`config.mk`:
```
export PLATFORM = sky130hd
export DESIGN_NAME = spike_event_detector
export DESIGN_NICKNAME = d
export VERILOG_FILES = /design/src/rtl/spike_event_detector.sv
export SDC_FILE = /design/constraint.sdc
export NUM_CORES = 1
export LEC_CHECK = 0
export CAP_MARGIN = 10
export CELL_PAD_IN_SITES_DETAIL_PLACEMENT = 1
export CELL_PAD_IN_SITES_GLOBAL_PLACEMENT = 1
export CORE_ASPECT_RATIO = 0.6
export CORE_MARGIN = 2
export CORE_UTILIZATION = 50
export CTS_BUF_LIST = sky130_fd_sc_hd__clkbuf_8
export CTS_CLUSTER_DIAMETER = 50
export CTS_CLUSTER_SIZE = 28
export DETAILED_ROUTE_END_ITERATION = 7
export PLACE_DENSITY = 0.86
export SYNTH_ARGS = -nofsm -noshare
export SYNTH_HDL_FRONTEND = slang
export SYNTH_SLANG_ARGS = --single-unit
```
`constraint.sdc`:
```
create_clock -name clk -period 6.7 [get_ports clk]
set_input_delay 0.67 -clock clk [delete_from_list [all_inputs] [get_ports clk]]
set_output_delay 0.67 -clock clk [all_outputs]
set_load 0.05 [all_outputs]
```
`src/rtl/spike_event_detector.sv`:
```
// Receive-side spike detector: offset-binary ADC samples are baseline-corrected with a
// first-order IIR, negative threshold crossings are tracked to their peak and emitted as events.
module spike_event_detector #(
  parameter int SHIFT   = 6,
  parameter int THRESH  = 3000,
  parameter int REFRACT = 30,
  parameter int MAX_LEN = 32
) (
  input  logic        clk,
  input  logic        rst,
  input  logic [15:0] data_in,
  input  logic        data_valid,
  output logic        spike_valid,
  input  logic        spike_ready,
  output logic [31:0] spike_time,
  output logic [15:0] spike_amp,
  output logic [15:0] drop_count
);

  localparam int LEN_W = $clog2(MAX_LEN + 1);
  localparam int RC_W  = $clog2(REFRACT + 1);
  localparam logic signed [15:0] NEG_TH = 16'(-THRESH);

  typedef enum logic [1:0] {
    IDLE,
    PEAK,
    REFR
  } state_t;

  logic        [31:0]      idx_q, idx_d;
  logic signed [23:0]      base_q, base_d;
  logic signed [15:0]      hp_q, hp_d;
  logic        [31:0]      idxr_q, idxr_d;
  logic                    hpv_q, hpv_d;

  state_t                  state_q, state_d;
  logic        [31:0]      tcap_q, tcap_d;
  logic signed [15:0]      peak_q, peak_d;
  logic        [LEN_W-1:0] len_q, len_d;
  logic        [RC_W-1:0]  rcnt_q, rcnt_d;

  logic                    valid_q, valid_d;
  logic        [31:0]      time_q, time_d;
  logic signed [15:0]      amp_q, amp_d;
  logic        [15:0]      drop_q, drop_d;

  logic signed [15:0]      xSigned;
  logic signed [15:0]      baseline;
  logic signed [16:0]      hpWide;
  logic signed [24:0]      baseDiff;
  logic signed [24:0]      baseStep;
  logic signed [15:0]      minHp;
  logic                    emit;
  logic                    slotLoad;

  // Front end: sign conversion, saturated high-pass sample and IIR baseline update.
  always_comb begin
    xSigned  = {~data_in[15], data_in[14:0]};
    baseline = base_q[23:8];
    hpWide   = {xSigned[15], xSigned} - {baseline[15], baseline};
    baseDiff = {xSigned[15], xSigned, 8'h00} - {base_q[23], base_q};
    baseStep = baseDiff >>> SHIFT;

    idx_d  = idx_q;
    base_d = base_q;
    hp_d   = hp_q;
    idxr_d = idxr_q;
    hpv_d  = 1'b0;
    if (data_valid) begin
      if (hpWide[16] != hpWide[15]) begin
        hp_d = hpWide[16] ? 16'sh8000 : 16'sh7FFF;
      end else begin
        hp_d = hpWide[15:0];
      end
      base_d = 24'({base_q[23], base_q} + baseStep);
      idxr_d = idx_q;
      idx_d  = idx_q + 32'd1;
      hpv_d  = 1'b1;
    end
  end

  // Event tracker and output slot; the peak includes the sample that closes the event.
  always_comb begin
    state_d  = state_q;
    tcap_d   = tcap_q;
    peak_d   = peak_q;
    len_d    = len_q;
    rcnt_d   = rcnt_q;
    emit     = 1'b0;
    minHp    = (hp_q < peak_q) ? hp_q : peak_q;

    if (hpv_q) begin
      case (state_q)
        IDLE: begin
          if (hp_q <= NEG_TH) begin
            tcap_d  = idxr_q;
            peak_d  = hp_q;
            len_d   = LEN_W'(1);
            state_d = PEAK;
          end
        end
        PEAK: begin
          peak_d = minHp;
          if (hp_q > NEG_TH || len_q == LEN_W'(MAX_LEN)) begin
            emit    = 1'b1;
            rcnt_d  = '0;
            state_d = REFR;
          end else begin
            len_d = len_q + LEN_W'(1);
          end
        end
        REFR: begin
          if (rcnt_q == RC_W'(REFRACT - 1)) begin
            rcnt_d  = '0;
            state_d = IDLE;
          end else begin
            rcnt_d = rcnt_q + RC_W'(1);
          end
        end
        default: state_d = IDLE;
      endcase
    end

    slotLoad = emit && (!valid_q || spike_ready);
    valid_d  = valid_q;
    time_d   = time_q;
    amp_d    = amp_q;
    drop_d   = drop_q;
    if (slotLoad) begin
      valid_d = 1'b1;
      time_d  = tcap_q;
      amp_d   = minHp;
    end else if (spike_ready) begin
      valid_d = 1'b0;
    end
    if (emit && !slotLoad && drop_q != 16'hFFFF) begin
      drop_d = drop_q + 16'd1;
    end
  end

  always_ff @(posedge clk) begin
    if (rst) begin
      idx_q   <= '0;
      base_q  <= '0;
      hp_q    <= '0;
      idxr_q  <= '0;
      hpv_q   <= 1'b0;
      state_q <= IDLE;
      tcap_q  <= '0;
      peak_q  <= '0;
      len_q   <= '0;
      rcnt_q  <= '0;
      valid_q <= 1'b0;
      time_q  <= '0;
      amp_q   <= '0;
      drop_q  <= '0;
    end else begin
      idx_q   <= idx_d;
      base_q  <= base_d;
      hp_q    <= hp_d;
      idxr_q  <= idxr_d;
      hpv_q   <= hpv_d;
      state_q <= state_d;
      tcap_q  <= tcap_d;
      peak_q  <= peak_d;
      len_q   <= len_d;
      rcnt_q  <= rcnt_d;
      valid_q <= valid_d;
      time_q  <= time_d;
      amp_q   <= amp_d;
      drop_q  <= drop_d;
    end
  end

  assign spike_valid = valid_q;
  assign spike_time  = time_q;
  assign spike_amp   = amp_q;
  assign drop_count  = drop_q;

endmodule

```
==> flow_summary_export.csv <==
group,metric,value,unit
outcome,status,"finished clean",
detailed_routing,drc,0,
final_layout,final_layout_size_suffix_gt1_share,4.688,%
global_route,grt_pass1_wl,56860,um
critical_path,criticalPathCategory,"reg -> reg",
placement,dp_hpwl,24420,um
synth,synth.area.top_cells,"dfxtp_1 (38%), nand2_1 (7.0%), mux2i_1 (6.8%)",
critical_path,max_stage_delay,0.60,ns
detailed_routing,wl,34100,um
cts,clock_path_buffers,3,
timing,rsz0062_at_grt,"false",
floorplanning,die_area,0.02568,mm2
synth,netlist.top_cell.by_area,"dfxtp_1",
final_layout,nets,1610,
critical_path,cp_common_cell,"or4_4",
critical_path,path_cells,"or4_4, or4_4, a21boi_2, o21ai_2, a21boi_4, nor2_2, xnor2_1, ha_1, o21ai_0, o21a_1, nor3_1, a221oi_2, or3_1, a31oi_1, mux2i_1, mux2_1",
synth,synth-edff-count,0,
power,powerDensity,352.1,mW/mm2
synth,ys.warnings.count,0,
cts,holdBufCountCts,0,
cts,clock_latency,0.59,ns
cts,cts.sinks,231,
timing,drv_slew,0,
floorplanning,ios,85,
timing,tightest_slew,1.191,ns
critical_path,cp_max_fo,8,
timing,slew_headroom,20.53,%
floorplanning,core,0.02406,mm2
timing,clock.fmax,194.8,MHz
detailed_routing,via_count,10720,
timing,hold_viol,0,
hold_path,min-delay-start,"tcap_q[23]$_SDFFE_PP0P_",
synth,synthCells,1489,
hold_path,min_path_type,"reg -> reg",
critical_path,required,7.17,ns
global_route,antenna_found_initial,0,
critical_path,cp_top_family,"simple AND/OR/NAND/NOR gates",
floorplanning,die_h,124.9,um
detailed_routing,initialDrtViolationCount,624,
synth,ys_ff_latch,231,
power,p_total,0.004830,W
critical_path,critPathLaunch,"base_q[1]$_SDFFE_PP0P_",
critical_path,r2r_start,"base_q[1]$_SDFFE_PP0P_",
synth,ys.flop_type,"dfxtp_1",
global_route,grt_overflow,0,
final_layout,diodes,0,
cts,cts_buffers,19,
synth,async_flop_share,0,%
placement,place_worst_setup_slack,1.148,ns
final_layout,final_util,57.02,%
synth,yosysSeqAreaShare,37.94,%
critical_path,crit_buf_inv,0,
critical_path,worstPathArrival,5.60,ns
synth,synth_cell_types,71,
timing,setup_viol,0,
placement,routabilityCongestion,0.8888,
floorplanning,row_count,44,
critical_path,end_kind,"flop",
global_route,grt_max_degree,80,
critical_path,cpMaxStageDelayCell,"or4_4",
cts,cts_tree,"built",
timing,period_share,76.63,%
placement,port_buffers,84,
final_layout,nFillCells,2886,
cts,cts.repair.resized,0,
global_route,grt_pass1_vias,10890,
synth,synth.top_cell.area_share,37.94,%
timing,fin_tns_setup,0,ns
detailed_routing,drt_pre_antenna_iters,5,
detailed_routing,ant_nets,0,
synth,synth.cell_area,0.01219,mm2
final_layout,area_growth,12.54,%
synth,netlist_top_cells_count,"dfxtp_1 (231), nand2_1 (226), nor2_1 (167), a21oi_1 (124), mux2i_1 (83)",
power,peakVddDrop,0.2795,mV
critical_path,cp-start-kind,"flop",
cts,cts-root-buf,"clkbuf_8",
detailed_routing,post_drt_wl_per_cell,18.35,um
timing,setup_ws,1.566,ns
synth,avgSynthCellArea,8.186,um2
power,leakage,4.988,nW
floorplanning,start_util,50.67,%
timing,whs,0.4456,ns
timing,fin_crit,5.134,ns
cts,htree_num_levels,1,
timing,fin_skew,0.04725,ns
floorplanning,die_w,205.6,um
synth,synth_most_common_cell,"dfxtp_1",
global_route,grt_usage,26.93,%
run,drv_cap,0,
cts,path_clk_slew,0.16,ns
detailed_routing,via_per_inst,5.770,
synth,syn-num-nets,1576,
cts,post_cts.repair.setup_buffers,0,
## worst paths after layout
path	to	slack, ns	cells past startpoint
setup / recovery	base_q[23]$_SDFFE_PP0P_	1.57	16
setup reg to reg	base_q[23]$_SDFFE_PP0P_	1.57	16
hold / removal	spike_time[23]$_SDFFE_PP0P_	0.45	2
hold reg to reg	spike_time[23]$_SDFFE_PP0P_	0.45	2
## kinds of logic after synthesis
family,after synthesis,synth area share [%]
flops,231,37.94
buf+inv,139,4.373
simple gates,581,21.76
xor+xnor,77,5.533
fa+ha+maj,81,8.089
mux,87,7.185
compound gates,293,15.12
## report_power, final
part,total [W],switching [W],internal (W)
clock,0.00101,0.000629,0.000377
combinational,0.00224,0.00134,0.000902
sequential,0.00158,0.000126,0.00146
total,0.00483,0.00209,0.00274
## through the flow
step,instance area [um2],cells
after floorplan,12190,1489
after CTS,13720,1858
after global routing,13720,1858
after global placement,13210,1824
final,13720,1858
after detailed placement,13210,1824
## metal layers
layer,track usage (%),routed length (um)
met1,41.17,17880
met5,0,0
met2,40.34,14320
met4,4.105,448
met3,4.327,1451
## worst reg2reg max path, cell delays in order (launching register included)
cell	delay (ns)
dfxtp_1	0.41
or4_4	0.60
or4_4	0.57
a21boi_2	0.25
o21ai_2	0.11
a21boi_4	0.23
nor2_2	0.12
xnor2_1	0.16
ha_1	0.40
o21ai_0	0.17
o21a_1	0.20
nor3_1	0.40
a221oi_2	0.18
or3_1	0.40
a31oi_1	0.24
mux2i_1	0.25
mux2_1	0.33
## cell type report
class / count / area (um2) / share of cell area [%]
timing repair buffer: 94 / 914.6 / 6.667
sequential: 231 / 4624 / 33.71
multi-input combinational: 1119 / 7053 / 51.41
clock buffer: 19 / 261.5 / 1.906
tap: 322 / 402.9 / 2.937
inverter: 58 / 217.7 / 1.587
clock inverter: 15 / 244.0 / 1.779
## flip-flops by register name, summed over array words and instances, names as in the netlist
register     flops
len_q            6
hpv_q            1
peak_q          16
drop_count      16
spike_time      32
idxr_q          32
hp_q            16
state_q          2
spike_amp       16
base_q          24
tcap_q          32
spike_valid      1
idx_q           32
rcnt_q           5
## placed cells by master (no fill, tap or decap), types with 5 or more instances in the layout
cell type	count
dfxtp_1	231
nand2_1	226
nor2_1	166
a21oi_1	124
mux2i_1	83
clkdlybuf4s50_1	82
ha_1	66
inv_1	58
o21ai_0	44
xnor2_1	43
a211oi_1	41
nor3_1	34
xor2_1	34
nand4_1	26
or3_1	24
nand3_1	20
clkbuf_8	19
and3_1	16
nor2b_1	15
maj3_1	14
a21o_1	13
nor4_1	11
buf_4	11
nand2b_1	8
o21a_1	8
o31ai_1	7
a31oi_1	7
or2_2	7
o211ai_1	6
o21bai_1	5
nor3b_1	5
inv_16	5
No activity file was read; power rests on OpenSTA's default activity.
==> variant 1: new RTL, same settings <==
Register the output `drop_count` once more, without a reset; this adds one clock of latency there. The other outputs are not delayed to match.
--- a/src/rtl/spike_event_detector.sv
+++ b/src/rtl/spike_event_detector.sv
@@ -177,3 +177,5 @@
   assign spike_amp   = amp_q;
-  assign drop_count  = drop_q;
+  always_ff @(posedge clk) begin
+    drop_count <= drop_q;
+  end
 
Formal check against the unedited RTL: no difference found for any inputs over 4 cycles, from zero or initial values and one cycle with rst high; that may be too few to reach the edited logic, so the function may still have changed.
==> variant 1 against the unedited design <==
Setup slack got worse by 120 ps. Wire length increased by 2.8%. Design area increased by 1.1%. Sequential cell count is 16 higher. Highest routed layer unchanged. Global-route usage decreased by 0.15 points. Hold slack got worse by 47 ps. Power up 2.5%. Area after synthesis is 1.6% higher. Utilization up 0.12 points. Critical path depth did not move. Critical endpoint is now base_q[20].
==> variant 1: results (changes against the unedited design) <==
stage;metric;value;unit;change
setup_path;crit_type;reg2reg;;unchanged
sta;finClkSkew;31.7;ps;was 47.3 ps
worst_hold_path;min-delay-start;drop_q[5];;was tcap_q[23]
setup_path;reg2reg_setup_slack;1450;ps;was 1570 ps
synth;yosys_warnings;0;;unchanged
clock_tree;cts_buffer_depth;3;;unchanged
power;ir_drop;0.209;mV;was 0.280 mV
power;p_leak;5.17;nW;was 4.99 nW
setup_path;r2r-end;base_q[20];;was base_q[23]
synth;synth_edf_count;0;;unchanged
place;post-place-cells;1818;;was 1824
clock_tree;cts_made_buffers;17;;was 19
setup_path;critPathLaunch;base_q[1];;unchanged
worst_hold_path;hold_depth;0;;was 2
clock_tree;cts.clk_slew.worst_paths;130;ps;was 160 ps
synth;synthTopCellsByArea;dfxtp_1, ha_1, nand2_1;;was dfxtp_1, nand2_1, mux2i_1
finish;drive_above_1_share;0.0439;;was 0.0469
worst_hold_path;hold_path.class;reg2reg;;unchanged
finish;antenna_cells;0;;unchanged
global_route;grt_max_degree;121;;was 80
drt;via_per_inst;5.77;;about the same
clock_tree;clk_latency;590;ps;about the same
synth;avgSynthCellArea;8.37;µm²;was 8.19 µm²
place;routabilityCongestion;0.936;;was 0.889
global_route;grtUsageTotal;0.268;;was 0.269
drt;num_vias;10700;;about the same
synth;ys_seq_area_frac;0.399;;was 0.379
setup_path;crit_arrival;5690;ps;was 5600 ps
drt;drt_iter0_drc;731;;was 624
finish;nNetsFinal;1604;;was 1610
synth;synthTopCellsByCount;dfxtp_1, nand2_1, nor2_1;;unchanged
clock_tree;cts_root_buf;clkbuf_8;;unchanged
global_route;grt_pass1_wl;57600;µm;was 56900 µm
drt;drt-total-wl;35100;µm;was 34100 µm
run_status;status;completed;;unchanged
clock_tree;post_cts_resize_count;0;;unchanged
global_route;antenna_found_initial;0;;unchanged
synth;synth_cell_types;66;;was 71
worst_hold_path;min_to;drop_count[5];;was spike_time[23]
synth;synthArstFlopShare;0;;unchanged
place;hpwl;25300;µm;was 24400 µm
place;port_buffers;84;;unchanged
sta;relSlewSlack;0.273;;was 0.205
setup_path;reg2reg_depth;16;;unchanged
-- variant 1: cell count changes in the layout (fill, tap and decap cells not counted), sizes merged, moves of 5 or more --
cell	delta
dfxtp	+16
xor2	+7
nor2b	-6
or3	-6
nand3	+10
nand2	-7
xnor2	+5
a21oi	-10
nor3b	-5
o21ai	-11
nor3	-6
nor4	+5
-- variant 1: kinds of logic (layout without fill, tap and decap cells) --
| group | count (synthesis) | count (layout) | share of synthesized area |
|---|---|---|---|
| AOI/OAI and AO/OA | 279 | 279 | 0.145 |
| xor gates and xnor gates | 89 | 89 | 0.0629 |
| DFF | 247 | 247 | 0.399 |
| adders and majority gates | 81 | 81 | 0.0796 |
| buffers and inverters | 139 | 187 | 0.0431 |
| and+or+nand+nor | 564 | 564 | 0.205 |
| muxes | 80 | 80 | 0.0647 |
-- variant 1: cell type report --
cell class | instances | area, µm²
fill | 2900 | 10400
multi-input combinational | 1093 | 6920
clock buffer | 18 | 248
inverter | 63 | 236
tap | 322 | 403
clock inverter | 11 | 174
sequential | 247 | 4940
timing repair buffer | 95 | 950
-- variant 1: worst max path at each step --
stage / endpoint / slack, ps
2_1_floorplan: base_q[19] / 2480
6_report: base_q[20] / 1450
3_3_place_gp: base_q[20] / 1290
5_1_grt: base_q[22] / 1070
4_1_cts: base_q[20] / 1520
3_5_place_dp: base_q[20] / 1000
-- variant 1: through the flow --
step                      hold WS, ps  area [µm²]  power [mW]  setup WS (ps)
final                             399       13900        4.95           1450
after global placement            374       13400        3.94           1290
after detailed placement          378       13400        4.01           1000
after global routing              414       13900        5.26           1070
after CTS                         398       13800        4.92           1520
after floorplan                   363       12400        3.39           2480
-- variant 1: critical path, stage by stage (launching register included) --
cell and delay [ps]:
dfxtp_1 420, or4_4 590, nor4_1 430, o21a_1 270
o21ai_1 120, a21oi_2 290, nor2_2 130, o31ai_1 350
xor2_1 120, ha_1 400, nand4_1 230, or3_1 390
o21ai_0 480, a41oi_1 300, a21boi_0 280, mux2i_1 220
o31ai_1 90
-- variant 1: power by group --
group	leakage [nW]	internal (mW)	total [mW]	switching (mW)
Clock	0.199	0.301	0.895	0.594
Combinational	2.97	0.944	2.38	1.43
Sequential	2.00	1.56	1.68	0.120
Total	5.17	2.80	4.95	2.15
-- variant 1: per-layer routing --
layer	routed length [µm]	global-route usage
met2	14400	0.394
met1	18300	0.408
met4	530	0.0508
met5	0	0
met3	1820	0.0504
==> variant 2: new RTL, same settings <==
Made on the original files. `MAX_LEN`: 32 -> 64.
--- a/src/rtl/spike_event_detector.sv
+++ b/src/rtl/spike_event_detector.sv
@@ -6,3 +6,3 @@
   parameter int REFRACT = 30,
-  parameter int MAX_LEN = 32
+  parameter int MAX_LEN = 64
 ) (
Behaviour: same outputs for any inputs over 4 cycles, from zero or initial values and one cycle with rst high; that may be too few to reach the edited logic, so the function may still have changed.
==> variant 2 against the unedited design <==
Power grew 3.3%. Critical endpoint is now base_q[22]. Largest power group unchanged. Critical path depth increased by 2. Setup slack improved by 370 ps. Design area decreased by 1.5%. Wire length fell by 2.8%. Clock skew down 12 ps. Area after synthesis fell by 0.98%. Maximum frequency grew 7.7%. Sequential cell count up 1.
==> variant 2: results (changes against the unedited design) <==
stage;metric;value;unit;change
place;hpwl;23600;µm;was 24400 µm
sta;finClkSkew;35.4;ps;was 47.3 ps
setup_path;cp_max_fo;5;;was 8
setup_path;cpPeakStageDelay;540;ps;was 600 ps
power;p_sw_frac;0.439;;was 0.434
drt;wire_per_inst;18.4;µm;about the same
place;routabilityCongestion;0.919;;was 0.889
worst_hold_path;min_to;tcap_q[0];;was spike_time[23]
global_route;grtUsageTotal;0.256;;was 0.269
finish;nFillCells;2818;;was 2886
setup_path;reg2reg_setup_slack;2130;ps;was 1570 ps
global_route;grt_pass1_vias;10300;;was 10900
clock_tree;cts_setup_buffers;0;;unchanged
setup_path;crit_arrival;5220;ps;was 5600 ps
run_status;status;completed;;unchanged
global_route;use_met3;0.0390;;was 0.0433
clock_tree;cts.clk_slew.worst_paths;130;ps;was 160 ps
setup_path;r2r-end;base_q[22];;was base_q[23]
place;placedInstanceArea;13100;µm²;was 13200 µm²
finish;finalNonFillerCells;1803;;was 1858
setup_path;crit_family;compound AO/OA/AOI/OAI gates;;was simple AND/OR/NAND/NOR gates
synth;synth_cell_types;68;;was 71
global_route;use_met1;0.382;;was 0.412
power;pg_seq;1.67;mW;was 1.58 mW
drt;drt_iter0_drc;665;;was 624
finish;drive_above_1_share;0.0437;;was 0.0469
finish;nNetsFinal;1564;;was 1610
sta;worst_slew_pin_slew;1150;ps;was 1190 ps
setup_path;slowest_stage;clkdlybuf4s50_1;;was or4_4
drt;num_vias;10500;;was 10700
global_route;grt_pass1_wl;54000;µm;was 56900 µm
synth;ys_seq_area_frac;0.385;;was 0.379
synth;avgSynthCellArea;8.36;µm²;was 8.19 µm²
power;pg_comb;2.38;mW;was 2.24 mW
power;p_leak;5.12;nW;was 4.99 nW
place;dp_slack;1400;ps;was 1150 ps
clock_tree;post_cts_resize_count;0;;unchanged
setup_path;reg2reg_from;base_q[9];;was base_q[1]
worst_hold_path;min-delay-start;idxr_q[0];;was tcap_q[23]
setup_path;reg2reg_depth;17;;was 16
synth;syn_nets;1530;;was 1576
synth;synthTopCellsByCount;dfxtp_1, nand2_1, nor2_1;;unchanged
power;powerDensity;369;nW/µm²;was 352 nW/µm²
global_route;grtUsageMet2;0.387;;was 0.403
power;ir_drop;0.248;mV;was 0.280 mV
synth;synthTopCellsByArea;dfxtp_1, ha_1, mux2i_1;;was dfxtp_1, nand2_1, mux2i_1
global_route;grt_max_degree;101;;was 80
-- variant 2: cell types whose count changed in the layout (fill, tap and decap cells not counted), sizes merged, moves of 14 or more --
| cell | before | now |
|---|---|---|
| xor2 | 34 | 52 |
| nand2 | 226 | 196 |
| maj3 | 14 | 0 |
| and4 | 2 | 20 |
| a311o | 1 | 15 |
| nor3 | 35 | 12 |
| nand3 | 20 | 58 |
| or3 | 25 | 11 |
-- variant 2: worst max-delay path by stage --
stage	slack, ps	from	to
CTS	1950	data_in[0]	base_q[22]
finish	1930	data_in[0]	base_q[22]
floorplan	2550	data_in[2]	base_q[22]
detailed placement	1400	data_in[0]	base_q[22]
global route	1510	data_in[0]	base_q[22]
global placement	1600	data_in[0]	base_q[22]
-- variant 2: kinds of logic (layout without fill, tap and decap cells) --
| kind of cell | after synthesis | after routing | synth area share |
|---|---|---|---|
| adders and majority gates | 67 | 67 | 0.0707 |
| and+or+nand+nor | 521 | 521 | 0.196 |
| AOI/OAI and AO/OA | 315 | 315 | 0.171 |
| buffers and inverters | 136 | 181 | 0.0447 |
| DFF | 232 | 232 | 0.385 |
| muxes | 78 | 78 | 0.0649 |
| xor gates and xnor gates | 94 | 94 | 0.0682 |
-- variant 2: layout make-up --
cell class,instances,area (µm²),area share
clock inverters,13,200,0.0148
inverters,56,210,0.0155
well taps,315,394,0.0292
multi-input cells,1075,6900,0.510
repair buffers,93,907,0.0671
flip-flops and latches,232,4640,0.344
clock buffers,19,262,0.0193
-- variant 2: per-layer routing --
layer,share of wire,routed length (µm),vias up
li1,-,-,5135
met1,0.52,17200,5158
met2,0.42,13900,191
met3,0.046,1520,43
met4,0.016,540,0
met5,0,0,-
